===== src/rtl/instruction_fetch_unit.sv =====
// Fetch stage: issues word requests from a local PC, queues returned words with
// their PCs, and hands one instruction per valid/ready handshake to decode.
// Handles redirects (with stale-response discard), AFL lock stalls and
// misaligned-redirect traps.
module instruction_fetch_unit #(
  parameter logic [31:0] RESET_PC = 32'h0000_0000,
  parameter int unsigned DEPTH    = 2
) (
  input  logic        clk,
  input  logic        rst,
  output logic        imem_req,
  output logic [31:0] imem_addr,
  input  logic        imem_gnt,
  input  logic        imem_rvalid,
  input  logic [31:0] imem_rdata,
  input  logic        redirect_valid,
  input  logic [31:0] redirect_pc,
  input  logic        lock_grant,
  output logic        instr_valid,
  input  logic        instr_ready,
  output logic [31:0] instruction,
  output logic [31:0] instr_pc,
  output logic        fetch_fault
);

  localparam int unsigned PTR_W = (DEPTH > 1) ? $clog2(DEPTH) : 1;
  localparam int unsigned CNT_W = $clog2(DEPTH + 1);
  localparam int unsigned SUM_W = CNT_W + 1;

  localparam logic [1:0] ST_FETCH     = 2'd0;
  localparam logic [1:0] ST_WAIT_LOCK = 2'd1;
  localparam logic [1:0] ST_FAULT     = 2'd2;

  localparam logic [6:0] OPC_AFL = 7'b0100000;

  logic [1:0]       state_q, state_d;
  logic [31:0]      fetch_pc_q, fetch_pc_d;
  logic             fault_q, fault_d;
  logic [CNT_W-1:0] out_q, out_d;
  logic [CNT_W-1:0] disc_q, disc_d;
  logic [CNT_W-1:0] q_cnt_q, q_cnt_d;
  logic [PTR_W-1:0] q_rd_q, q_rd_d;
  logic [PTR_W-1:0] q_wr_q, q_wr_d;
  logic [PTR_W-1:0] tag_rd_q, tag_rd_d;
  logic [PTR_W-1:0] tag_wr_q, tag_wr_d;

  logic [31:0] q_data_q [DEPTH];
  logic [31:0] q_data_d [DEPTH];
  logic [31:0] q_pc_q   [DEPTH];
  logic [31:0] q_pc_d   [DEPTH];
  logic [31:0] tag_q    [DEPTH];
  logic [31:0] tag_d    [DEPTH];

  logic credit_ok;
  logic grant;
  logic pop;
  logic push;

  // Credit covers both queued words and requests still in flight, so the queue cannot overflow.
  assign credit_ok   = ({1'b0, out_q} + {1'b0, q_cnt_q}) < SUM_W'(DEPTH);
  assign imem_req    = !rst && (state_q == ST_FETCH) && !redirect_valid && credit_ok;
  assign imem_addr   = fetch_pc_q;
  assign grant       = imem_req && imem_gnt;
  assign instr_valid = (state_q != ST_FAULT) && (q_cnt_q != '0);
  assign pop         = instr_valid && instr_ready;
  assign instruction = instr_valid ? q_data_q[q_rd_q] : 32'h0;
  assign instr_pc    = instr_valid ? q_pc_q[q_rd_q]   : 32'h0;
  assign fetch_fault = fault_q;

  // Next-state: redirect wins over everything; otherwise issue, enqueue, dequeue and lock tracking.
  always_comb begin
    state_d    = state_q;
    fetch_pc_d = fetch_pc_q;
    fault_d    = fault_q;
    out_d      = out_q;
    disc_d     = disc_q;
    q_cnt_d    = q_cnt_q;
    q_rd_d     = q_rd_q;
    q_wr_d     = q_wr_q;
    tag_rd_d   = tag_rd_q;
    tag_wr_d   = tag_wr_q;
    q_data_d   = q_data_q;
    q_pc_d     = q_pc_q;
    tag_d      = tag_q;
    push       = 1'b0;

    if (state_q != ST_FAULT) begin
      if (redirect_valid) begin
        q_cnt_d  = '0;
        q_rd_d   = '0;
        q_wr_d   = '0;
        tag_rd_d = '0;
        tag_wr_d = '0;
        // Every request still in flight after this cycle returns a stale word.
        out_d    = out_q - CNT_W'(imem_rvalid);
        disc_d   = out_d;
        if (redirect_pc[1:0] != 2'b00) begin
          state_d = ST_FAULT;
          fault_d = 1'b1;
        end else begin
          state_d    = ST_FETCH;
          fetch_pc_d = redirect_pc;
        end
      end else begin
        out_d = out_q + CNT_W'(grant) - CNT_W'(imem_rvalid);
        if (grant) begin
          fetch_pc_d      = fetch_pc_q + 32'd4;
          tag_d[tag_wr_q] = fetch_pc_q;
          tag_wr_d        = tag_wr_q + PTR_W'(1);
        end
        if (imem_rvalid) begin
          if (disc_q != '0) begin
            disc_d = disc_q - CNT_W'(1);
          end else begin
            push             = 1'b1;
            q_data_d[q_wr_q] = imem_rdata;
            q_pc_d[q_wr_q]   = tag_q[tag_rd_q];
            q_wr_d           = q_wr_q + PTR_W'(1);
            tag_rd_d         = tag_rd_q + PTR_W'(1);
          end
        end
        if (pop) begin
          q_rd_d = q_rd_q + PTR_W'(1);
        end
        q_cnt_d = q_cnt_q + CNT_W'(push) - CNT_W'(pop);
        if ((state_q == ST_WAIT_LOCK) && lock_grant) begin
          state_d = ST_FETCH;
        end
        if (push && (imem_rdata[6:0] == OPC_AFL)) begin
          state_d = ST_WAIT_LOCK;
        end
      end
    end
  end

  // Control state with synchronous reset.
  always_ff @(posedge clk) begin
    if (rst) begin
      state_q    <= ST_FETCH;
      fetch_pc_q <= RESET_PC;
      fault_q    <= 1'b0;
      out_q      <= '0;
      disc_q     <= '0;
      q_cnt_q    <= '0;
      q_rd_q     <= '0;
      q_wr_q     <= '0;
      tag_rd_q   <= '0;
      tag_wr_q   <= '0;
    end else begin
      state_q    <= state_d;
      fetch_pc_q <= fetch_pc_d;
      fault_q    <= fault_d;
      out_q      <= out_d;
      disc_q     <= disc_d;
      q_cnt_q    <= q_cnt_d;
      q_rd_q     <= q_rd_d;
      q_wr_q     <= q_wr_d;
      tag_rd_q   <= tag_rd_d;
      tag_wr_q   <= tag_wr_d;
    end
  end

  // Queue and tag storage; contents are only meaningful where the pointers say so.
  always_ff @(posedge clk) begin
    q_data_q <= q_data_d;
    q_pc_q   <= q_pc_d;
    tag_q    <= tag_d;
  end

endmodule


===== config.mk =====
export PLATFORM = sky130hd
export DESIGN_NAME = instruction_fetch_unit
export DESIGN_NICKNAME = d
export VERILOG_FILES = /design/src/rtl/instruction_fetch_unit.sv
export SDC_FILE = /design/constraint.sdc
export NUM_CORES = 1
export LEC_CHECK = 0
export ABC_CLOCK_PERIOD_IN_PS = 7400
export CORE_MARGIN = 3
export CORE_UTILIZATION = 36
export DETAILED_ROUTE_END_ITERATION = 7
export REMOVE_ABC_BUFFERS = 1
export SLEW_MARGIN = 10
export SYNTH_ARGS = -nofsm -noshare
export SYNTH_HDL_FRONTEND = slang
export SYNTH_SLANG_ARGS = --single-unit

===== constraint.sdc =====
create_clock -name clk -period 7.4 [get_ports clk]
set_input_delay 0.74 -clock clk [delete_from_list [all_inputs] [get_ports clk]]
set_output_delay 0.74 -clock clk [all_outputs]
set_load 0.005 [all_outputs]

Word-level counts from Yosys, hierarchy flattened
Cells that the tools add are included.
Storage, ports and cells
  input port bits: 71
  register bits after elaboration: 237
Cells by class
  reductions and logical operators: 30
  add/sub/neg operators: 12
  $lt $le $gt $ge: 7
  equal/unequal tests: 5
  multiplexer cells: 44
  bitwise gates (word level): 6
Operators with widths (count)
  $mux W32: 16
  $bwmux W64: 3
  $demux W32 S1: 2
  $add A32 B3 Y32 const B: 1
  $mux W2: 9
  $reduce_and A3 Y1: 5
  $mux W1: 14
  $reduce_bool A2 Y1: 7
  $logic_and A1 B1 Y1: 10
  $ge A2 B2 Y1 const B: 4
  $not A1 Y2: 4
  $eq A7 B6 Y1 const B: 1
  $ne A2 B2 Y1 const B: 3
  $reduce_and A2 Y1: 3
  $sub A2 B1 Y2: 3
  $add A1 B1 Y1 const B: 4
  $add A2 B1 Y2: 2
  $lt A2 B1 Y1 const B: 2
  $reduce_and A4 Y1: 1
  $add A2 B2 Y3: 1
  $lt A3 B2 Y1 const B: 1
  $reduce_bool A3 Y1: 1
  $eq A2 B1 Y1 const B: 1
  $logic_not A1 Y1: 2
  3 further kinds: 4

Depth between registers and ports, before layout
Gate-level depths: netlist of run 1.
  depth after elaboration: 8
  depth in mapped cells: 15
  depth with buffers taken out: 13

Worst setup path before layout of run 1
OpenSTA, ideal clock, no wires.
  kind: input to register
  from: input redirect_valid
  to: register q_data_q[32] (netlist bit) (enable)
  library setup time: 0.647 ns
  arrival time: 7.324 ns
  stages: 3
  setup slack: -0.571 ns
  data required time: 6.753 ns
  path through: buf_2 clkbuf_1 nor4_1
On the way
  longest elaborated chain between the ends: 2
Ends and longest elaborated chain
  start, declared: RTL line 16  | input logic redirect_valid,
  $not A1 Y1 (no line)
  $reduce_and A4 Y1 (no line)
  end signal, assigned: RTL line 165  | q_data_q <= q_data_d;
  end, declared: RTL line 47  | logic [31:0] q_data_q [DEPTH];
Every way passes these cells.
A chain may end at the register's enable or synchronous reset.

Final worst setup path of run 1
  from: register q_cnt_q[1]
  to: output instr_pc[7]
On the way
  longest elaborated chain between the ends: 3
Ends and longest elaborated chain
  start, declared: RTL line 41  | logic [CNT_W-1:0] q_cnt_q, q_cnt_d;
  start signal, assigned: RTL line 155  | q_cnt_q <= q_cnt_d;
  $reduce_bool A2 Y1: RTL line 64  | assign instr_valid = (state_q != ST_FAULT) && (q_cnt_q != '0);
  $logic_and A1 B1 Y1: RTL line 64
  $mux W32: RTL line 67  | assign instr_pc = instr_valid ? q_pc_q[q_rd_q] : 32'h0;
  end, declared: RTL line 22  | output logic [31:0] instr_pc,
Every way passes these cells.

==> reports/qor.yml, run 1 <==
synth:
  synthTopCellsByArea: "edfxtp_1 59%, dfxtp_1 9.2%, mux2i_1 7.3%"
  async_flop_share_pct: 0
  synth_warnings: 0
  synth_seq_cells: 237
  synth.most_common_cell: "edfxtp_1"
  synth_cells: 731
  synth_ff_type: "edfxtp_1"
  yosysTopAreaCell: "edfxtp_1"
  yosysTopAreaCellShare_pct: 58.7
  ys_seq_area_share_pct: 67.8
  synth_commonest_cells: "192 x edfxtp_1, 102 x nor2_1, 72 x mux2i_1, 46 x a21oi_1, 45 x dfxtp_1"
  synth-edff-count: 192
  syn_area_um2: 9830
  avgSynthCellArea_um2: 13.4
  synthDistinctLibCells: 58
min_path:
  hold_depth: 2
  hp-class: "reg2reg"
  whs_endpoint: "disc_q[1]$_SDFFE_PP0P_"
  hold_start: "disc_q[1]$_SDFFE_PP0P_"
place:
  dpl.cell_count: 1199
  hpwl_mm: 14.6
  dp_slack_ns: 3.31
  io_buffer_count: 169
  gp_congestion: 0.788
global_routing:
  use_met1_pct: 21.0
  grt_pass1_wl_mm: 35.7
  use_met3_pct: 2.83
  antenna_found_initial: 1
  grt_pass1_vias: 6307
  grtUsageTotal_pct: 15.5
  use_met2_pct: 26.2
  grt_max_degree: 65
  grt_overflow: 0
  busiest_layer: "met2"
power_and_ir_drop:
  finalPower_mw: 3.06
  powerDensity_nw_per_um2: 241
  leakagePower_nw: 4.13
  ir_drop_mv: 0.147
cells_and_area:
  synthToLayoutAreaGrowth_pct: 29.5
  num_antenna_cells: 0
  fin_util_pct: 48.2
  finalNonFillerCells: 1248
  multi_input_area_um2: 2980
  nNetsFinal: 972
  seq_area_um2: 6670
  fill_cells: 2346
  drive_gt1_share_pct: 11.3
die:
  ios: 170
  dieArea_um2: 29300
  rows: 59
  die_y_um: 171
  coreArea_um2: 26400
  start_util_pct: 37.2
  dieWidth_um: 171
setup_path:
  cp.arrival_ns: 2.81
  crit_path_start_kind: "flip-flop"
  crit_chain: "o21ai_4 > buf_4 > nor2_1 > clkdlybuf4s50_1"
  r2r_end: "tag_q[48]$_DFFE_PP_"
  rr_worst_depth: 6
  worstSetupPathType: "reg2out"
  critPathRequiredTime_ns: 6.66
  end_kind: "primary output"
  regToRegStartpoint: "q_cnt_q[0]$_SDFFE_PP0P_"
  ff2ff_setup_slack_ns: 4.12
  cp_max_fo: 33
  cpMaxStageDelayCell: "o21ai_4"
  cpPeakStageDelay_ns: 0.78
clock_tree:
  hold_buffers: 0
  cts_tree: "yes"
  clock-root-buffer: "clkbuf_16"
  cts_sinks: 237
  post_cts_buffers: 0
  path_clk_slew_ns: 0.06
  h-tree-depth: 1
  clk-insertion-delay-late_ns: 0.52
  cts_inserted_buffers: 27
  clockBufferDepth: 3
  cts_resized: 0
timing:
  slew_headroom_pct: 29.1
  fin_worst_skew_ns: 0.0184
  hold_viol: 0
  fin_crit_ns: 3.55
  rsz0062_at_grt: "false"
  fmax_ghz: 0.282
  worst_pin_slew_ns: 1.06
  finalMaxSlewViolations: 0
  setup_viol: 0
  setup_ws_ns: 3.85
  finalCritPeriodShare_pct: 48.0
routing:
  drc: 0
  routed_wl_mm: 23.2
  routed_via_density: 5.11
  vias: 6380
  route.detailed.wl_per_inst_um: 18.6
  first_iter_violations: 383
  antenna_left: 0
  first_pass_iters: 4
status:
  status: "finished clean"
job:
  maxCapViolCount: 0
[placed cells by master, fill, tap and decap left out, types with 4 or more instances in the layout]
cell,count
edfxtp_1,192
clkdlybuf4s50_1,168
nor2_1,101
mux2i_1,72
a21oi_1,46
dfxtp_1,43
mux2_2,32
nand2_1,31
clkbuf_16,27
nand3_1,15
nor3_1,14
inv_1,10
a31oi_1,10
and3_1,8
a22oi_1,8
o21ai_1,8
o21ai_0,7
nand4_1,7
ha_1,7
buf_4,6
o22ai_1,5
clkbuf_8,5
clkinv_2,5
nor2b_1,4
nor4b_1,4
a211oi_1,4
clkinvlp_4,4
[how the worst max path moves through the flow]
| stage | startpoint | to | slack [ns] |
|---|---|---|---|
| global route | redirect_valid | imem_addr[7]$_SDFFE_PP0P_ | 3.57 |
| finish | q_cnt_q[1]$_SDFFE_PP0P_ | instr_pc[7] | 3.85 |
| detailed placement | redirect_valid | imem_addr[31]$_SDFFE_PP0P_ | 3.31 |
| floorplan | redirect_valid | q_data_q[32]$_DFFE_PP_ | -0.34 |
| CTS | q_cnt_q[1]$_SDFFE_PP0P_ | instr_pc[7] | 3.72 |
| global placement | redirect_valid | imem_addr[31]$_SDFFE_PP0P_ | 3.38 |
[stage by stage]
step	TNS (ns)	area, µm²	hold slack [ns]
floorplan	-21.95	9650	0.435
global placement	0	11800	0.461
detailed placement	0	11800	0.465
CTS	0	12700	0.473
global route	0	12700	0.525
finish	0	12700	0.468
[power breakdown]
part | leakage, nW | internal, mW | switching, mW
Clock | 0.424 | 0.786 | 0.513
Sequential | 2.14 | 1.49 | 0.0359
Combinational | 1.57 | 0.126 | 0.114
[flip-flops by register name (all words and copies together) (netlist names), 2 cells and up]
| signal | flops |
|---|---|
| q_data_q | 64 |
| q_pc_q | 64 |
| tag_q | 64 |
| imem_addr | 32 |
| disc_q | 2 |
| out_q | 2 |
| q_cnt_q | 2 |
| state_q | 2 |
[routing by layer]
| metal | vias to the layer above | routed length [µm] |
|---|---|---|
| li1 | 3062 | - |
| met1 | 3110 | 10400 |
| met2 | 171 | 11000 |
| met3 | 35 | 1390 |
| met4 | 2 | 381 |
| met5 | - | 11 |
[cell type report]
type | instances | area share (%)
repair buffers | 175 | 13.6
multi-input cells | 441 | 23.4
clock inverters | 14 | 1.00
clock buffers | 35 | 5.94
flip-flops and latches | 237 | 52.4
inverters | 11 | 0.324
well taps | 335 | 3.29
[worst max-delay path, delay by kind of cell (launching register included)]
kind	cells	cell delay, ns
buf+inv	2	1.01
compound gates	1	0.78
flops	1	0.37
simple gates	1	0.11
[cells by family after synthesis]
group | share of synthesized area (%)
buf+inv | 2.19
mux | 11.0
flops | 67.8
compound gates | 6.72
fa+ha+maj | 1.09
xor+xnor | 0.446
simple gates | 10.7
(Power assumes the default switching activity.)
==> run 2, diff against run 1 <==
- ABC_CLOCK_PERIOD_IN_PS: 7400 -> 3150
- clock period: 7.4 -> 3.15 ns (I/O delays scaled with it)
==> run 2 against run 1 <==
  * Clock power up 120%
  * Global-route usage grew 0.22 points
  * Register-to-register slack lost 3.7 ns
  * First-iteration DRC count decreased by 17%
  * Largest power group unchanged
  * Sequential power is 130% higher
  * Design area grew 1.1%
==> reports/qor.yml, run 2 (synthesis results as in run 1) <==
status:
  status: "finished clean"
timing:
  finalCritPeriodShare_pct: 90.4
  worst_pin_slew_ns: 0.898
  fin_worst_skew_ns: 0.00710
  hold_viol: 0
  slew_headroom_pct: 39.9
  rsz0062_at_grt: "false"
  setup_viol: 0
  tns_ns: 0
  fmax_ghz: 0.351
  setup_ws_ns: 0.301
  fin_crit_ns: 2.85
  finalMaxSlewViolations: 0
die:
  rows: 59
  ios: 170
  dieWidth_um: 171
  die_y_um: 171
  dieArea_um2: 29300
  start_util_pct: 37.2
  coreArea_um2: 26400
clock_tree:
  cts_resized: 0
  h-tree-depth: 1
  cts_tree: "yes"
  post_cts_buffers: 0
  hold_buffers: 0
  cts_inserted_buffers: 27
  clk-insertion-delay-late_ns: 0.52
  clock-root-buffer: "clkbuf_16"
  clockBufferDepth: 3
  path_clk_slew_ns: 0.06
  cts_sinks: 237
power_and_ir_drop:
  leakagePower_nw: 4.22
  finalPower_mw: 7.02
  powerDensity_nw_per_um2: 546
  ir_drop_mv: 0.367
cells_and_area:
  nNetsFinal: 988
  seq_area_um2: 6670
  mostFrequentLayoutCell: "edfxtp_1"
  final_cell_mix: "192 x edfxtp_1, 168 x clkdlybuf4s50_1, 101 x nor2_1"
  synthToLayoutAreaGrowth_pct: 30.9
  multi_input_area_um2: 2980
  fill_cells: 2350
  drive_gt1_share_pct: 12.4
  fin_util_pct: 48.7
  reg.largest.list: "q_data_q x64, q_pc_q x64, tag_q x64"
  design_area_um2: 12900
setup_path:
  cp-startpoint: "state_q[0]$_SDFFE_PP0P_"
  cp.arrival_ns: 2.53
  crit_path_start_kind: "flip-flop"
  worstSetupPathType: "reg2out"
  cp_max_fo: 36
  end_kind: "primary output"
  rr_worst_depth: 13
  cpPeakStageDelay_ns: 0.53
  regToRegStartpoint: "q_cnt_q[0]$_SDFFE_PP0P_"
  critPathRequiredTime_ns: 2.83
  crit_chain: "nand2b_1 > o21ai_4 > buf_12 > nor2_1 > clkdlybuf4s50_1"
  cpMaxStageDelayCell: "clkdlybuf4s50_1"
routing:
  route.detailed.wl_per_inst_um: 18.3
  antenna_left: 0
  drc: 0
  routed_wl_mm: 23.2
  vias: 6377
  first_iter_violations: 317
  first_pass_iters: 4
  routed_via_density: 5.03
global_routing:
  antenna_found_initial: 1
  grt_max_degree: 60
  grt_pass1_wl_mm: 36.0
  grt_pass1_vias: 6346
  grtUsageTotal_pct: 15.7
  grt_overflow: 0
place:
  hpwl_mm: 15.0
  dp_slack_ns: 0.448
  placed_area_um2: 12000
  gp_congestion: 0.790
  io_buffer_count: 169
min_path:
  hold_start: "imem_rdata[24]"
  hp-class: "in2reg"
  hold_depth: 1
job:
  maxCapViolCount: 0
[run 2: worst paths after layout]
| check | endpoint | slack (ns) |
|---|---|---|
| worst max-delay path | instr_pc[26] | 0.30 |
| worst min-delay path | q_data_q[56]$_DFFE_PP_ | 0.38 |
| worst max register to register | out_q[1]$_SDFFE_PP0P_ | 0.44 |
| worst min register to register | fetch_fault$_SDFFE_PP0P_ | 0.47 |
[run 2: layout make-up]
class / instances / area share, %
well taps: 335 / 3.26
repair buffers: 191 / 15.0
flip-flops and latches: 237 / 51.9
inverters: 11 / 0.321
multi-input cells: 441 / 23.2
clock buffers: 34 / 5.54
clock inverters: 15 / 0.807
diodes: 3 / 0.0584
[run 2: stage by stage]
| step | cells | hold slack, ns |
|---|---|---|
| detailed placement | 1215 | 0.463 |
| global route | 1264 | 0.360 |
| floorplan | 689 | 0.380 |
| global placement | 1215 | 0.461 |
| CTS | 1264 | 0.347 |
| finish | 1267 | 0.379 |
[run 2: critical path: cells and delay by family, from the launching register on]
kind	cells	cell delay (ns)
compound gates	1	0.31
buf+inv	2	0.81
flops	1	0.38
simple gates	2	0.49
[run 2: routing by layer]
layer	GRT usage, %	up-vias	share of wire, %
met4	3.43	2	1.8
met3	3.22	28	6.8
met5	0	-	0.052
li1	-	3100	-
met2	26.0	160	48
met1	21.6	3087	44
[run 2: power by group]
group | switching (mW) | internal [mW]
Sequential | 0.0786 | 3.49
Clock | 1.18 | 1.68
Combinational | 0.282 | 0.313
Total | 1.54 | 5.48
==> run 3, diff against run 2 <==
- CAP_MARGIN: not set -> 20
==> results of run 3 <==
The final DEF is identical to that of run 2; final timing and power are the same.
